--- src/rtl/div_iter_unit_pkg.sv ---
// Shared definitions for the iterative divider: default widths, FSM state
// encoding and the EX-stage opcodes that select DIV/DIVU.
package div_iter_unit_pkg;

  localparam int unsigned DIV_DATA_W = 32;
  localparam int unsigned DIV_CNT_W  = 6;

  // ALU opcodes decoded upstream into start_i / signed_div_i
  localparam logic [7:0] EXE_DIV_OP  = 8'b0001_1010;
  localparam logic [7:0] EXE_DIVU_OP = 8'b0001_1011;

  typedef enum logic [1:0] {
    DIV_FREE   = 2'b00,
    DIV_BYZERO = 2'b01,
    DIV_ON     = 2'b10,
    DIV_END    = 2'b11
  } div_state_e;

endpackage

--- src/rtl/div_iter_unit_sign_fix.sv ---
// div_sign_fix: combinational conditional two's-complement negate.
// Used for absolute values on entry and for the sign fix-up of the result.
//   val_i  operand
//   neg_i  1 = return -val_i, 0 = pass through
//   val_c  result (combinational)
module div_sign_fix
  import div_iter_unit_pkg::*;
#(
  parameter int unsigned W = DIV_DATA_W
) (
  input  logic [W-1:0] val_i,
  input  logic         neg_i,
  output logic [W-1:0] val_c
);

  always_comb begin
    val_c = neg_i ? W'(~val_i + W'(1)) : val_i;
  end

endmodule

--- src/rtl/div_iter_unit.sv ---
// div_iter_unit: iterative radix-2 restoring divider for DIV/DIVU in EX.
// One quotient bit per cycle; result is {remainder, quotient}.
// Optional feature macro: DIV_EARLY_OUT_EN (when |dividend| < |divisor| the
// result is known at start and the iteration loop is skipped).
// Ports:
//   clk           rising-edge clock
//   rst           synchronous active-low reset
//   signed_div_i  1 = DIV (signed), 0 = DIVU
//   opdata1_i     dividend
//   opdata2_i     divisor
//   start_i       request, held until ready_o
//   annul_i       abort of an in-flight division
//   result_o      {remainder, quotient}
//   ready_o       result valid
//   busy_o        division in flight (pipeline stall)
module div_iter_unit
  import div_iter_unit_pkg::*;
#(
  parameter int unsigned DATA_W = DIV_DATA_W,
  parameter int unsigned CNT_W  = DIV_CNT_W
) (
  input  logic                  clk,
  input  logic                  rst,
  input  logic                  signed_div_i,
  input  logic [DATA_W-1:0]     opdata1_i,
  input  logic [DATA_W-1:0]     opdata2_i,
  input  logic                  start_i,
  input  logic                  annul_i,
  output logic [2*DATA_W-1:0]   result_o,
  output logic                  ready_o,
  output logic                  busy_o
);

  div_state_e state_q, state_d;
  logic [CNT_W-1:0]    cnt_q, cnt_d;
  logic [DATA_W-1:0]   rem_q, rem_d;      // partial remainder
  logic [DATA_W-1:0]   dvd_q, dvd_d;      // dividend shifting out / quotient shifting in
  logic [DATA_W-1:0]   dvs_q, dvs_d;      // |divisor|
  logic                neg_quo_q, neg_quo_d;
  logic                neg_rem_q, neg_rem_d;
  logic                fix_q, fix_d;      // 0 only for divide-by-zero (raw result)
  logic [2*DATA_W-1:0] result_q, result_d;
  logic                ready_q, ready_d;
  logic                busy_q, busy_d;

  logic [DATA_W-1:0]   abs_dvd_c, abs_dvs_c;
  logic [DATA_W-1:0]   quo_fix_c, rem_fix_c;
  logic [DATA_W:0]     shift_c;
  logic                ge_c;
  logic [DATA_W-1:0]   rem_next_c;

  // Absolute values of the incoming operands (0x8000_0000 stays 2^31 unsigned)
  div_sign_fix #(.W(DATA_W)) u_abs_dvd (
    .val_i (opdata1_i),
    .neg_i (signed_div_i & opdata1_i[DATA_W-1]),
    .val_c (abs_dvd_c)
  );

  div_sign_fix #(.W(DATA_W)) u_abs_dvs (
    .val_i (opdata2_i),
    .neg_i (signed_div_i & opdata2_i[DATA_W-1]),
    .val_c (abs_dvs_c)
  );

  // Sign fix-up of the finished magnitudes
  div_sign_fix #(.W(DATA_W)) u_fix_quo (
    .val_i (dvd_q),
    .neg_i (fix_q & neg_quo_q),
    .val_c (quo_fix_c)
  );

  div_sign_fix #(.W(DATA_W)) u_fix_rem (
    .val_i (rem_q),
    .neg_i (fix_q & neg_rem_q),
    .val_c (rem_fix_c)
  );

  // One restoring step; compared at DATA_W+1 bits so the shifted-out bit is kept
  always_comb begin
    shift_c    = {rem_q, dvd_q[DATA_W-1]};
    ge_c       = (shift_c >= {1'b0, dvs_q});
    rem_next_c = ge_c ? DATA_W'(shift_c - {1'b0, dvs_q}) : shift_c[DATA_W-1:0];
  end

  // Next-state and datapath control
  always_comb begin
    state_d   = state_q;
    cnt_d     = cnt_q;
    rem_d     = rem_q;
    dvd_d     = dvd_q;
    dvs_d     = dvs_q;
    neg_quo_d = neg_quo_q;
    neg_rem_d = neg_rem_q;
    fix_d     = fix_q;
    result_d  = result_q;
    ready_d   = ready_q;

    case (state_q)
      DIV_FREE: begin
        ready_d = 1'b0;
        if (start_i && !annul_i) begin
          dvs_d     = abs_dvs_c;
          neg_quo_d = signed_div_i & (opdata1_i[DATA_W-1] ^ opdata2_i[DATA_W-1]);
          neg_rem_d = signed_div_i & opdata1_i[DATA_W-1];
          cnt_d     = '0;
          if (opdata2_i == '0) begin
            // Raw quotient/remainder are preloaded; BYZERO just spends one cycle
            state_d = DIV_BYZERO;
            fix_d   = 1'b0;
            dvd_d   = '1;
            rem_d   = opdata1_i;
`ifdef DIV_EARLY_OUT_EN
          end else if (abs_dvd_c < abs_dvs_c) begin
            // Quotient is 0, remainder is the dividend; reuse the one-cycle path
            state_d = DIV_BYZERO;
            fix_d   = 1'b1;
            dvd_d   = '0;
            rem_d   = abs_dvd_c;
`endif
          end else begin
            state_d = DIV_ON;
            fix_d   = 1'b1;
            dvd_d   = abs_dvd_c;
            rem_d   = '0;
          end
        end
      end

      DIV_BYZERO: begin
        state_d = DIV_END;
      end

      DIV_ON: begin
        rem_d = rem_next_c;
        dvd_d = {dvd_q[DATA_W-2:0], ge_c};
        cnt_d = cnt_q + CNT_W'(1);
        if (cnt_q == CNT_W'(DATA_W - 1)) begin
          state_d = DIV_END;
        end
      end

      DIV_END: begin
        if (start_i) begin
          result_d = {rem_fix_c, quo_fix_c};
          ready_d  = 1'b1;
        end else begin
          state_d = DIV_FREE;
          ready_d = 1'b0;
        end
      end

      default: begin
        state_d = DIV_FREE;
      end
    endcase

    // Abort drops back to idle; the last published result is kept
    if (annul_i && (state_q != DIV_FREE)) begin
      state_d = DIV_FREE;
      ready_d = 1'b0;
      cnt_d   = '0;
    end

    // Busy follows the state being entered, so it is registered with it
    busy_d = (state_d != DIV_FREE);
  end

  // State and datapath registers
  always_ff @(posedge clk) begin
    if (!rst) begin
      state_q   <= DIV_FREE;
      cnt_q     <= '0;
      rem_q     <= '0;
      dvd_q     <= '0;
      dvs_q     <= '0;
      neg_quo_q <= 1'b0;
      neg_rem_q <= 1'b0;
      fix_q     <= 1'b0;
      result_q  <= '0;
      ready_q   <= 1'b0;
      busy_q    <= 1'b0;
    end else begin
      state_q   <= state_d;
      cnt_q     <= cnt_d;
      rem_q     <= rem_d;
      dvd_q     <= dvd_d;
      dvs_q     <= dvs_d;
      neg_quo_q <= neg_quo_d;
      neg_rem_q <= neg_rem_d;
      fix_q     <= fix_d;
      result_q  <= result_d;
      ready_q   <= ready_d;
      busy_q    <= busy_d;
    end
  end

  assign result_o = result_q;
  assign ready_o  = ready_q;
  assign busy_o   = busy_q;

endmodule

--- config.mk ---
export PLATFORM = sky130hd
export DESIGN_NAME = div_iter_unit
export DESIGN_NICKNAME = d
export VERILOG_FILES = /design/src/rtl/div_iter_unit_pkg.sv /design/src/rtl/div_iter_unit_sign_fix.sv /design/src/rtl/div_iter_unit.sv
export SDC_FILE = /design/constraint.sdc
export NUM_CORES = 1
export LEC_CHECK = 0
export ABC_AREA = 1
export BUFFER_PORTS_ARGS = -buffer_cell sky130_fd_sc_hd__buf_2
export CAP_MARGIN = 20
export CORE_MARGIN = 4
export CORE_UTILIZATION = 46
export CTS_BUF_LIST = sky130_fd_sc_hd__clkbuf_8
export CTS_CLUSTER_DIAMETER = 150
export DETAILED_ROUTE_END_ITERATION = 10
export PLACE_DENSITY_LB_ADDON = 0.08
export SYNTH_ARGS = -nofsm -noshare
export SYNTH_HDL_FRONTEND = slang
export SYNTH_HIERARCHICAL = 1
export SYNTH_SLANG_ARGS = --single-unit
--- constraint.sdc ---
create_clock -name clk -period 5.3 [get_ports clk]
set_clock_uncertainty 0.15 [all_clocks]
set_input_delay 0.795 -clock clk [delete_from_list [all_inputs] [get_ports clk]]
set_output_delay 0.795 -clock clk [all_outputs]
set_load 0.05 [all_outputs]
; ---- Word level (Yosys, flattened, before mapping)
; Cells that the tools add are included.
; W data, S select, Z words.
[word_totals]
reg_bits = 173
in_bits = 69
output_inout_bits = 66
elab_cells = 69
[classes]
add_sub_neg = 6
n_lt_le_gt_ge = 1
eq_ne = 5
muxes = 22
n_bitwise = 11
n_reduce_logical = 13
[ops]
columns = op, count
row1 = $mux W32, 9
row2 = $add A32 B1 Y32 const B, 4
row3 = $not A32 Y32, 4
row4 = $pmux W32 S2, 2
row5 = $ge A33 B32 Y1, 1
row6 = $logic_not A32 Y1, 1
row7 = $sub A32 B32 Y32, 1
row8 = $pmux W6 S2, 1
row9 = $mux W2, 5
row10 = $pmux W2 S4, 1
row11 = $reduce_bool A2 Y1, 4
row12 = $add A6 B1 Y6 const B, 1
row13 = $eq A6 B5 Y1 const B, 1
row14 = $mux W6, 1
row15 = $reduce_and A2 Y1, 3
row16 = $and A1 B1 Y1, 5
row17 = $eq A2 B2 Y1 const B, 2
row18 = $eq A2 B1 Y1 const B, 1
row19 = $logic_and A1 B1 Y1, 2
row20 = $logic_not A2 Y1, 1
row21 = $mux W1, 2
row22 = $ne A2 B2 Y1 const B, 1
row23 = $pmux W1 S2, 1
row24 = $reduce_or A2 Y1, 1
row25 = other kinds (3), 3

; ---- Logic depth before layout (Yosys ltp)
[depth]
ltp_word = 6
mapped_depth = 17

; ---- By module
; The synthesis kept the hierarchy.
[modules_own_cells]
columns = mod, instances, cells_per_inst, area_per_inst_um2, seq_area_each_um2
row1 = div_iter_unit, 1, 1574, 10217.3, 3463.3
row2 = div_sign_fix, 4, 227, 1108.6, 0.0

; ---- Worst setup path before layout
; No wires, ideal clock.
[synth_path]
path_kind = input to register
from = in start_i
to = reg rem_q[10]
t_arrival_ps = 1940
t_required_ps = 5084
setup_slack_ps = 3143
path_stages = 10
n_path_buf = 2
path_cell_list = inv_1 > nor2_1 > inv_2 > nor2_4 > inv_2 > nand2_2 > buf_4 > clkbuf_1 > o21ai_0 > a21oi_2
[synth_between]
elab_chain_len = 3
[synth_lines]
columns = element, line_no
row1 = from (decl), div_iter_unit.sv:27  ; input logic start_i,
row2 = $logic_and A1 B1 Y1, div_iter_unit.sv:101  ; if (start_i && !annul_i) begin
row3 = $ne A2 B2 Y1 (no source line), -
row4 = $reduce_and A2 Y1 (no source line), -
row5 = to (signal assigned), div_iter_unit.sv:185  ; rem_q <= rem_d;
row6 = to (decl), div_iter_unit.sv:36  ; logic [DATA_W-1:0] rem_q, rem_d;
; Every way passes these cells.
; A chain may end at the register's enable or synchronous reset.

; ---- Worst setup path in the final report
[layout_path]
from = reg state_q[0]
to = reg dvd_q[26]
[layout_between]
elab_chain_len = 3
word_cells_on_any_way = 6
classes_between = eq/ne (2) / mux (1) / reduce/logical (3)
[layout_lines]
columns = element, line_no
row1 = from (decl), div_iter_unit.sv:34  ; div_state_e state_q, state_d;
row2 = from (signal assigned), div_iter_unit.sv:183  ; state_q <= state_d;
row3 = $eq A2 B2 Y1 / $logic_not A2 Y1 (equally long branches), div_iter_unit.sv:98  ; case (state_q)
row4 = $reduce_bool A2 Y1 (no source line) / $ne A2 B2 Y1 (equally long branches), -
row5 = $reduce_and A2 Y1 (no source line), -
row6 = to (signal assigned), div_iter_unit.sv:186  ; dvd_q <= dvd_d;
row7 = to (decl), div_iter_unit.sv:37  ; logic [DATA_W-1:0] dvd_q, dvd_d;
; Several ways; a longest one is shown, not always the timed one.

==> summary.md <==
| Metric | Value |
|---|---|
| Yosys warns | `6` |
| Status | `complete, no violations` |
| Post-Place Cells | `2929` |
| Endpoints failing hold | `0` |
| Root Driver | `clkbuf_8` |
| Minimum clock period | `3.42 ns` |
| CP max stage delay | `0.69 ns` |
| Antenna Nets Post-Route | `0` |
| Worst-path clk slew | `0.11 ns` |
| Dpl ws | `1.73 ns` |
| ANT cells | `0` |
| Worst Tran Pin Value | `1.05 ns` |
| Design Power | `8.79 mW` |
| Final period utilization | `64.5%` |
| Finished Cell Area | `0.0158 mm²` |
| Postcts setup bufs | `0` |
| CTS tree | `done` |
| Leading post-synthesis cells by cell area | `dfxtp_1 24%, nand2_1 18%, nor2_1 9.4%, o21ai_0 7.9%, inv_1 7.4%` |
| Crit. End Element | `register` |
| Leakage power | `7.80 nW` |
| Share of layout cells above drive strength 1 | `13.3%` |
| Mapped Nets | `2593` |
| Total gr overflow | `0` |
| Port bufs | `134` |
| H-Tree Depth | `4` |
| Reg power frac | `22.9%` |
| Switching Fraction | `56.0%` |
| Hold_sp | `dvs_q[10]$_SDFFE_PN0P_` |
| Final setup viols | `0` |
| Seq/Total Area, Yosys | `23.6%` |
| Area growth syn-to-layout | `7.98%` |
| P_sw | `4.92 mW` |
| Rel. slew slack | `30.2%` |
| PD cells | `555 mW/mm²` |
| Syn avg cell area | `5.90 µm²` |
| DRT Pass-1 Iters | `7` |
| Cts bufs inserted | `17` |
| Full die area | `0.0348 mm²` |
| Commonest cells after routing, fill and taps aside | `722 x nand2_1, 365 x nor2_1, 288 x inv_1` |
| Fin cells | `2961` |
| CP max-delay cell | `nand2_4` |
| Number of max-cap violations | `0` |
| Initial core utilization | `46.6%` |
| Drt total wl | `47500 µm` |
| First-pass GRT wire length | `75900 µm` |
| Yosys cell types | `41` |
| Layout Nets | `2658` |
| Max VDD drop | `352 µV` |
| Clock sink total | `173` |
| Clk_lat worst skew | `0.49 ns` |
| Max-slew violation count | `0` |
| Setup TNS | `0 ns` |
| Worst r2r src | `state_q[0]$_SDFF_PN0_` |
| Data arrival, critical path | `3.64 ns` |
| Die X | `186 µm` |
| Min-Delay Path Class | `register to register` |
| Critical-path cell list | `inv_1 -> ha_1 -> inv_1 -> nor2_4 -> inv_2 -> nand2_4 -> buf_4 -> o21ai_0 -> a31oi_1` |
| Fmax | `293 MHz` |
| GRT Total Usage | `26.8%` |
| Area leader, netlist | `dfxtp_1` |
| Detail Placement HPWL | `37900 µm` |
| Rows | `65` |
| Commonest non-fill, non-tap cell in the layout | `nand2_1` |
| Largest net degree at the start of global routing | `99` |
| Post-CTS resize count | `0` |
| Die height | `186 µm` |
| Worst-case clock buffer depth | `2` |
| Initial DRC count | `1145` |
| Vias in the first global route | `14100` |
| Post-Syn Instances | `2482` |
| CP delay by family, top | `buffers and inverters` |
| Gate power share | `66.0%` |
| GPL Wtd Cong | `0.936` |
| Critical path origin | `state_q[0]$_SDFF_PN0_` |
| IO Pins | `135` |
| WL/cell | `16.1 µm` |
| Share of the synthesized area in the top cell type | `23.6%` |
| Number of antenna violations at the first check in global routing | `1` |
| Mapped Area | `0.0147 mm²` |
| Setup crit start kind | `register` |
| CP Max Fanout | `92` |
| Sum of buffers and inverters on the critical path | `4` |
| Most frequent CP cell | `inv_1` |
| Area of the core | `0.0315 mm²` |
| DRC viols | `0` |
| FF+latch count, synth | `173` |
| Vias | `15200` |
| Area after DPL | `0.0154 mm²` |
| Vias per cell | `5.14` |
| # fillers | `3401` |
| Cts hold-fix bufs | `0` |
| Final setup margin | `1.88 ns` |
| Power share of the clock group | `11.1%` |
| Critical path required time | `5.52 ns` |
| P_int | `3.86 mW` |
| Setup CP Type | `register to register` |
| RSZ-0062 raised after global routing | `false` |
## metal layers
metal | part of all wire (%) | vias up | global-route usage (%)
li1 | - | 7936 | -
met1 | 48 | 6760 | 37.5
met2 | 44 | 447 | 42.4
met3 | 4.8 | 83 | 3.54
met4 | 3.8 | 2 | 10.2
met5 | 0.042 | - | 0
## synthesized netlist by cell type, drive strengths merged
master / n
fa: 1
and3: 2
o21ai: 246
inv: 301
ha: 41
a211oi: 1
a21oi: 104
clkinv: 1
xor2: 21
a21o: 1
xnor2: 50
and2: 2
a31oi: 32
nand3: 149
o21bai: 3
nand2: 767
buf: 41
nor2: 440
nor3: 9
dfxtp: 173
clkbuf: 55
o2111ai: 2
nand3b: 30
nand4: 10
## power by group through the flow
stage	Sequential, mW	Clock (mW)	Combinational [mW]
after floorplan	1.94	0	4.50
after global placement	2.02	0	5.66
after detailed placement	2.03	0	5.71
after CTS	1.99	0.993	5.74
after global routing	2.05	1.06	6.53
final	2.01	0.975	5.80
## registers in the layout (all words and copies together) (netlist names)
name / count
busy_o: 1
cnt_q: 6
dvd_q: 32
dvs_q: 32
fix_q: 1
neg_quo_q: 1
neg_rem_q: 1
ready_o: 1
rem_q: 32
result_o: 64
state_q: 2
## per-stage QoR
| stage | utilization (%) | hold slack, ns |
|---|---|---|
| after global routing | 50.3 | 0.340 |
| after detailed placement | 48.9 | 0.307 |
| final | 50.3 | 0.320 |
| after global placement | 48.9 | 0.305 |
| after CTS | 50.2 | 0.322 |
| after floorplan | - | 0.283 |
## path summary, 6_finish.rpt
check        slack, ns  cells after the start                endpoint
max               1.88                      9  dvd_q[26]$_SDFFE_PN0P_
min               0.32                      2  dvs_q[10]$_SDFFE_PN0P_
max reg2reg       1.88                      9  dvd_q[26]$_SDFFE_PN0P_
min reg2reg       0.32                      2  dvs_q[10]$_SDFFE_PN0P_
## area by class of cell
type / instances / area (µm²) / area share [%]
repair buffers: 142 / 746 / 4.71
multi-input cells: 1911 / 9560 / 60.4
clock inverters: 12 / 136 / 0.862
clock buffers: 19 / 262 / 1.65
well taps: 402 / 503 / 3.18
inverters: 302 / 1150 / 7.29
flip-flops and latches: 173 / 3460 / 21.9
## tightest hold or removal path: stages, from the launching register on
cell and delay (ns):
dfxtp_1 0.31, inv_1 0.06, a21oi_1 0.06
## cell families after synthesis
logic type / Yosys count / synth area share, %
simple gates: 1409 / 43.0
buf+inv: 398 / 11.2
compound gates: 389 / 14.3
flops: 173 / 23.6
xor+xnor: 71 / 4.24
fa+ha+maj: 42 / 3.64
Power figures use the tool's default switching activity.
